--- config.mk ---
export PLATFORM = sky130hd
export DESIGN_NAME = keccak_share_sequencer
export DESIGN_NICKNAME = d
export VERILOG_FILES = /design/src/rtl/keccak_pkg.sv /design/src/rtl/keccak_beat_counter.sv /design/src/rtl/keccak_share_sequencer.sv
export SDC_FILE = /design/constraint.sdc
export NUM_CORES = 1
export LEC_CHECK = 0
export CAP_MARGIN = 20
export CORE_MARGIN = 3
export CORE_UTILIZATION = 30
export CTS_CLUSTER_SIZE = 28
export DETAILED_ROUTE_END_ITERATION = 10
export HOLD_SLACK_MARGIN = 0.02
export PLACE_DENSITY = 0.77
export SLEW_MARGIN = 20
export SYNTH_ARGS = -nofsm -noshare
export SYNTH_HDL_FRONTEND = slang
export SYNTH_SLANG_ARGS = --single-unit
--- constraint.sdc ---
create_clock -name Clock -period 1.4 [get_ports Clock]
set_input_delay 0.28 -clock Clock [delete_from_list [all_inputs] [get_ports Clock]]
set_output_delay 0.28 -clock Clock [all_outputs]
set_load 0.1 [all_outputs]
--- src/rtl/keccak_pkg.sv ---
// Shared constants and types for the Keccak share sequencer slice.
// Sequencer states are one-hot so that any corrupted encoding is easy to detect.
package keccak_pkg;

  localparam int LANES = 25;

  typedef enum logic [2:0] {
    SEQ_LOAD   = 3'b001,
    SEQ_RUN    = 3'b010,
    SEQ_UNLOAD = 3'b100
  } seq_state_e;

  function automatic int share_width(input int shares);
    return (shares > 1) ? $clog2(shares) : 1;
  endfunction

endpackage

--- src/rtl/keccak_beat_counter.sv ---
// Lane/share beat counter shared by the load and unload phases.
// The lane index wraps at 24 and carries into the share index; last flags the final beat.
module keccak_beat_counter
  import keccak_pkg::*;
#(
  parameter  int SHARES = 2,
  localparam int SW     = share_width(SHARES)
) (
  input  logic          Clock,
  input  logic          Reset,
  input  logic          inc,
  input  logic          clr,
  output logic [4:0]    lane_cnt,
  output logic [SW-1:0] share_cnt,
  output logic          last
);

  localparam logic [4:0]    LANE_MAX  = 5'(LANES - 1);
  localparam logic [SW-1:0] SHARE_MAX = SW'(SHARES - 1);

  logic [4:0]    lane_cnt_r;
  logic [SW-1:0] share_cnt_r;
  logic [4:0]    lane_nxt_s;
  logic [SW-1:0] share_nxt_s;
  logic          last_s;

  assign last_s = (lane_cnt_r == LANE_MAX) && (share_cnt_r == SHARE_MAX);

  // Next-count logic: the final beat wraps both counters back to zero.
  always_comb begin
    lane_nxt_s  = lane_cnt_r;
    share_nxt_s = share_cnt_r;
    if (clr) begin
      lane_nxt_s  = 5'd0;
      share_nxt_s = '0;
    end else if (inc) begin
      if (lane_cnt_r == LANE_MAX) begin
        lane_nxt_s = 5'd0;
        if (share_cnt_r == SHARE_MAX) begin
          share_nxt_s = '0;
        end else begin
          share_nxt_s = share_cnt_r + SW'(1);
        end
      end else begin
        lane_nxt_s  = lane_cnt_r + 5'd1;
        share_nxt_s = share_cnt_r;
      end
    end else begin
      lane_nxt_s  = lane_cnt_r;
      share_nxt_s = share_cnt_r;
    end
  end

  // Counter registers with synchronous active-low reset.
  always_ff @(posedge Clock) begin
    if (!Reset) begin
      lane_cnt_r  <= 5'd0;
      share_cnt_r <= '0;
    end else begin
      lane_cnt_r  <= lane_nxt_s;
      share_cnt_r <= share_nxt_s;
    end
  end

  assign lane_cnt  = lane_cnt_r;
  assign share_cnt = share_cnt_r;
  assign last      = last_s;

endmodule

--- src/rtl/keccak_share_sequencer.sv ---
// Host-side sequencer: streams shares into the masked datapath, runs the round
// controller, then streams the permuted shares back out in the same order.
module keccak_share_sequencer
  import keccak_pkg::*;
#(
  parameter  int W      = 8,
  parameter  int SHARES = 2,
  localparam int SW     = share_width(SHARES)
) (
  input  logic          Clock,
  input  logic          Reset,
  input  logic          InValid,
  output logic          InReady,
  input  logic [W-1:0]  InData,
  output logic          OutValid,
  input  logic          OutReady,
  output logic [W-1:0]  OutData,
  output logic          LoadEn,
  output logic [W-1:0]  StateDataO,
  input  logic [W-1:0]  StateDataI,
  output logic [4:0]    LaneSel,
  output logic [SW-1:0] ShareSel,
  output logic          CoreReset,
  input  logic          CoreReady,
  output logic          Busy
);

  seq_state_e    state_r;
  seq_state_e    state_nxt_s;
  logic          in_ready_s;
  logic          out_valid_s;
  logic          core_reset_s;
  logic          busy_s;
  logic          inc_s;
  logic          clr_s;
  logic          last_s;
  logic [4:0]    lane_cnt_s;
  logic [SW-1:0] share_cnt_s;

  keccak_beat_counter #(
    .SHARES (SHARES)
  ) u_beat_counter (
    .Clock     (Clock),
    .Reset     (Reset),
    .inc       (inc_s),
    .clr       (clr_s),
    .lane_cnt  (lane_cnt_s),
    .share_cnt (share_cnt_s),
    .last      (last_s)
  );

  // State register with synchronous active-low reset.
  always_ff @(posedge Clock) begin
    if (!Reset) begin
      state_r <= SEQ_LOAD;
    end else begin
      state_r <= state_nxt_s;
    end
  end

  // Next-state and raw output decode; CoreReady only counts while in RUN.
  always_comb begin
    state_nxt_s  = state_r;
    in_ready_s   = 1'b0;
    out_valid_s  = 1'b0;
    core_reset_s = 1'b1;
    busy_s       = 1'b0;
    inc_s        = 1'b0;
    clr_s        = 1'b0;
    case (state_r)
      SEQ_LOAD: begin
        in_ready_s   = 1'b1;
        core_reset_s = 1'b1;
        inc_s        = InValid;
        if (InValid && last_s) begin
          state_nxt_s = SEQ_RUN;
        end else begin
          state_nxt_s = SEQ_LOAD;
        end
      end
      SEQ_RUN: begin
        core_reset_s = 1'b0;
        busy_s       = 1'b1;
        if (CoreReady) begin
          state_nxt_s = SEQ_UNLOAD;
        end else begin
          state_nxt_s = SEQ_RUN;
        end
      end
      SEQ_UNLOAD: begin
        core_reset_s = 1'b0;
        busy_s       = 1'b1;
        out_valid_s  = 1'b1;
        inc_s        = OutReady;
        if (OutReady && last_s) begin
          state_nxt_s = SEQ_LOAD;
        end else begin
          state_nxt_s = SEQ_UNLOAD;
        end
      end
      default: begin
        state_nxt_s = SEQ_LOAD;
        clr_s       = 1'b1;
      end
    endcase
  end

  // Reset low forces the handshake outputs idle and holds the controller in reset.
  assign InReady    = Reset & in_ready_s;
  assign OutValid   = Reset & out_valid_s;
  assign LoadEn     = Reset & in_ready_s & InValid;
  assign CoreReset  = ~Reset | core_reset_s;
  assign Busy       = Reset & busy_s;

  assign StateDataO = InData;
  assign OutData    = StateDataI;
  assign LaneSel    = lane_cnt_s;
  assign ShareSel   = share_cnt_s;

endmodule

======== Word level (Yosys, flattened, before mapping) ========
Cells that the tools add are included.
storage, ports and cells
  output and inout port bits .............. 27
  register bits after elaboration ......... 9
  word-level logic and storage cells ...... 33
  input bits .............................. 21
operators by class
  reductions and logical operators ........ 7
  $add $sub $neg .......................... 2
  equal/unequal tests ..................... 4
  bitwise operators ....................... 6
  muxes and demuxes ....................... 11
operators with widths
  operator             number
  $pmux 3 s3           1
  $mux 3               2
  $add 5x1->5 const B  1
  $eq 5x5->1 const B   1
  $mux 1               5
  $mux 5               1
  $and 1x1->1          4
  $reduce_and 2->1     2
  $eq 3x1->1 const B   1
  $eq 3x2->1 const B   1
  $eq 3x3->1 const B   1
  $logic_and 1x1->1    3
  $reduce_or 3->1      1
  $mux 2               1
  $pmux 1 s2           1
  $reduce_or 2->1      1
  $add 1x1->1 const B  1
  $not 1->1            1
  $or 1x1->1           1

======== Depth between registers and ports, before layout ========
  word-level depth ........................ 5
  mapped depth ............................ 6
  gate-level depth less buffers ........... 6

======== Hierarchy ========
A second synthesis with hierarchy kept.
second synthesis, totals
  cell total of the unflattened synthesis .. 78
  area, all modules ....................... 650.6 µm²
by module, submodules not included
  module                  cells an instance  area each (µm²)  times used  seq. area each (µm²)
  keccak_share_sequencer  45                 344.1            1           60.1
  keccak_beat_counter     33                 306.5            1           120.1

======== Worst setup path after synthesis ========
OpenSTA, ideal clock, no wires.
  kind .................................... register to output
  start point ............................. register state_r[0]
  end point ............................... output LoadEn
  stages on the path, launching flop included .. 4
  setup slack ............................. -2.788 ns
  arrival ................................. 3.908 ns
  data required time ...................... 1.120 ns
  path buffers ............................ 0
  cells stage by stage .................... dfxtp_1 -> or2b_1 -> nor3b_1 -> and2_1
on the way
  cells in the longest elaborated chain, start to end .. 4
ends and longest elaborated chain
  element                 line                           source
  from (decl)             keccak_share_sequencer.sv:28   seq_state_e state_r;
  from (signal assigned)  keccak_share_sequencer.sv:57   state_r <= state_nxt_s;
  $eq 3x1->1              keccak_share_sequencer.sv:70   case (state_r)
  $mux 1                  keccak_share_sequencer.sv:70
  $and 1x1->1             --
  net InReady             keccak_share_sequencer.sv:13   output logic InReady,
  $and 1x1->1             keccak_share_sequencer.sv:111  assign LoadEn = Reset & in_ready_s & InValid;
  to (decl)               keccak_share_sequencer.sv:18   output logic LoadEn,
The timed path passes the listed nets, and every way through them passes these cells.

======== Final worst setup path ========
  start point ............................. register state_r[0]
  end point ............................... output LoadEn
on the way
  cells in the longest elaborated chain, start to end .. 4
ends and longest elaborated chain
  element                   line
  $eq 3x1->1                keccak_share_sequencer.sv:70
  $mux 1                    keccak_share_sequencer.sv:70
  $and 1x1->1 (2 in a row)  keccak_share_sequencer.sv:111
No other way between the ends.

==> flow_metrics.tcl <==
set metrics [dict create \
    final_cell_mix "buf_4, buf_12, buf_6" \
    grt_overflow 0 \
    min_period_ns 1.68 \
    syn-instance-count 79 \
    hold_ws_ns 0.508 \
    synth.area.top_cells "dfxtp_1, buf_4, a21oi_1" \
    synth_compound_area_share_pct 16.3 \
    fin_cells 128 \
    ys_seq_elements 9 \
    placed_cell_area_um2 986 \
    postRouteAntennaNets 0 \
    port_buffers 15 \
    cp-end-kind "primary output" \
    min_period_over_period_pct 120 \
    yosysTopAreaCell "dfxtp_1" \
    grt_pass1_wl_mm 2.93 \
    slew_headroom_pct 83.7 \
    synthToLayoutAreaGrowth_pct 78.1 \
    cts_inserted_buffers 3 \
    worstPathCellList "or2b_1 > nor3b_4 > and2_4 > buf_12" \
    initialDrtViolationCount 3 \
    clockBufferDepth 2 \
    violations "negative setup slack" \
    worst_slack_ns -0.277 \
    cts_tree "done" \
    grt_pass1_vias 667 \
    diodes 0 \
    nFillCells 170 \
    p_leak_nw 0.472 \
    crit_required_ns 1.12 \
    critPathLaunchType "register" \
    start_util_pct 32.6 \
    gp_routability_congestion 0.761 \
    clkTransAtPathRegs_ns 0.06 \
    via_per_inst 4.88 \
    die_y_um 52.6 \
    grt_max_degree 8 \
    drt_first_pass_iters 2 \
    clkSinkCount 9 \
    slowest_delay_ns 0.32 \
    rsz0062_at_grt "true" \
    rows 16 \
    synth_area_um2 652 \
    cts-htree-levels 1 \
    die_w_um 52.6 \
    synth_cell_types 29 \
    layout_commonest_cell "buf_4" \
    layout-drive-gt1-share_pct 66.3 \
    synth_top_family_by_area "simple AND/OR/NAND/NOR gates" \
    path_max_fanout 2 \
    synth_mux_area_share_pct 0 \
    antenna_found_initial 0 \
    root_buffer "clkbuf_4" \
    peakVddDrop_mv 0.577 \
    p_total_uw 641 \
    maxSlewViolCount 0 \
    vias 624 \
    cap_violations 0 \
    fin_skew_ns 0.00281 \
    synth_xor_area_share_pct 1.34 \
    setup_viol 8 \
    regArea_um2 204 \
    finalSetupTns_ns -1.46 \
    hp-class "reg2reg" \
    yosysTopAreaCellShare_pct 27.6 \
    wl_mm 1.85 \
    hold_viol_final 0 \
    fin_nets 125 \
    wire_per_inst_um 14.4 \
    worstSkewPairLatency_ns 0.26 \
    synth-adder-area-share_pct 3.84 \
    final_area_um2 1160 \
    status "finished with violations" \
    dp.cells 118 \
    slowest_stage "dfxtp_2" \
    syn_avg_cell_area_um2 8.25 \
    dp_hpwl_mm 1.36 \
    yosysSeqAreaShare_pct 27.6 \
    tightest_slew_ns 0.244 \
    ys_warn_count 0 \
    power_density_nw_per_um2 552 \
    fmax_ghz 0.596 \
    die_area_um2 2770 \
    boundaryPins 48 \
    cp_data_arrival_time_ns 1.40 \
    core_um2 2000 \
    path_class "reg2out" \
    drc 0 \
    multi_input_area_um2 450 \
    synth_nets 102 \
    track_usage_pct 14.2 \
    yosys.area_share.simple_pct 29.0 \
]
-- cell usage after synthesis --
cell type / instances
nor3b_1: 1
or3_1: 3
buf_6: 1
ha_1: 2
dfxtp_1: 9
and4b_1: 1
o22ai_1: 1
o22a_1: 1
a31oi_1: 1
and3_1: 1
and2_1: 3
a21oi_1: 7
inv_1: 3
nand3b_4: 1
nor2_1: 4
nand2_1: 4
or2b_1: 1
nand3b_1: 1
xor2_1: 1
nand4b_1: 1
and3b_1: 1
o21ai_0: 3
a311oi_1: 1
nand3_1: 4
nand2b_1: 4
a21o_1: 1
buf_4: 16
a221o_1: 1
o21ai_2: 1
-- power by group --
| group | leakage (nW) | internal (mW) | switching [mW] |
|---|---|---|---|
| Clock | 0.0150 | 0.110 | 0.0919 |
| Combinational | 0.379 | 0.0788 | 0.102 |
| Sequential | 0.0777 | 0.254 | 0.00355 |
-- state kept, by name, summed over array words and instances (netlist names) --
register                  flops
u_beat_counter.lane_cnt       5
state_r                       3
u_beat_counter.share_cnt      1
-- cells by family after synthesis --
logic type,Yosys count
buf+inv,20
compound gates,17
xor+xnor,1
simple gates,30
flops,9
fa+ha+maj,2
-- through the flow --
step / utilization (%) / setup slack (ns)
after detailed placement: 49.3 / -0.293
after floorplan: - / -0.887
after global routing: 58.0 / -0.335
after global placement: 49.3 / -0.239
final: 58.0 / -0.277
after CTS: 54.4 / -0.269
-- worst max-delay path: cells and delay by family (launching register included) --
family	cells	cell delay (ns)
buffers and inverters	1	0.16
AND/OR/NAND/NOR	3	0.65
flip-flops	1	0.32
-- final timing paths --
| kind | from | endpoint | slack, ns | depth (start not counted) |
|---|---|---|---|---|
| max | state_r[0]$_SDFF_PN1_ | LoadEn | -0.28 | 4 |
| min | u_beat_counter.lane_cnt[4]$_SDFFE_PN0P_ | u_beat_counter.lane_cnt[4]$_SDFFE_PN0P_ | 0.51 | 2 |
| max reg2reg | state_r[0]$_SDFF_PN1_ | u_beat_counter.share_cnt$_SDFFE_PN0P_ | -0.12 | 6 |
| min reg2reg | u_beat_counter.lane_cnt[4]$_SDFFE_PN0P_ | u_beat_counter.lane_cnt[4]$_SDFFE_PN0P_ | 0.51 | 2 |
-- area by class of cell --
class / instances / area share (%)
flip-flops and latches: 9 / 17.6
repair buffers: 35 / 37.2
clock buffers: 4 / 2.26
inverters: 3 / 1.29
well taps: 27 / 2.91
multi-input cells: 50 / 38.8
-- metal layers --
| layer | wire length (um) | part of all wire, % | vias up | GRT usage, % |
|---|---|---|---|---|
| li1 | - | - | 302 | - |
| met1 | 658 | 36 | 295 | 14.0 |
| met2 | 1030 | 56 | 27 | 27.5 |
| met3 | 159 | 8.6 | 0 | 5.70 |
| met4 | 0 | 0 | 0 | 2.55 |
| met5 | 0 | 0 | - | 0 |
-- repair_timing --
item | in CTS | in global routing
hold buffers | 0 | 0
pin swaps | 8 | 6
setup endpoints to repair | 8 | 12
resized for setup | 13 | 14
buffers inserted | 5 | 2
(Power assumes the default switching activity.)
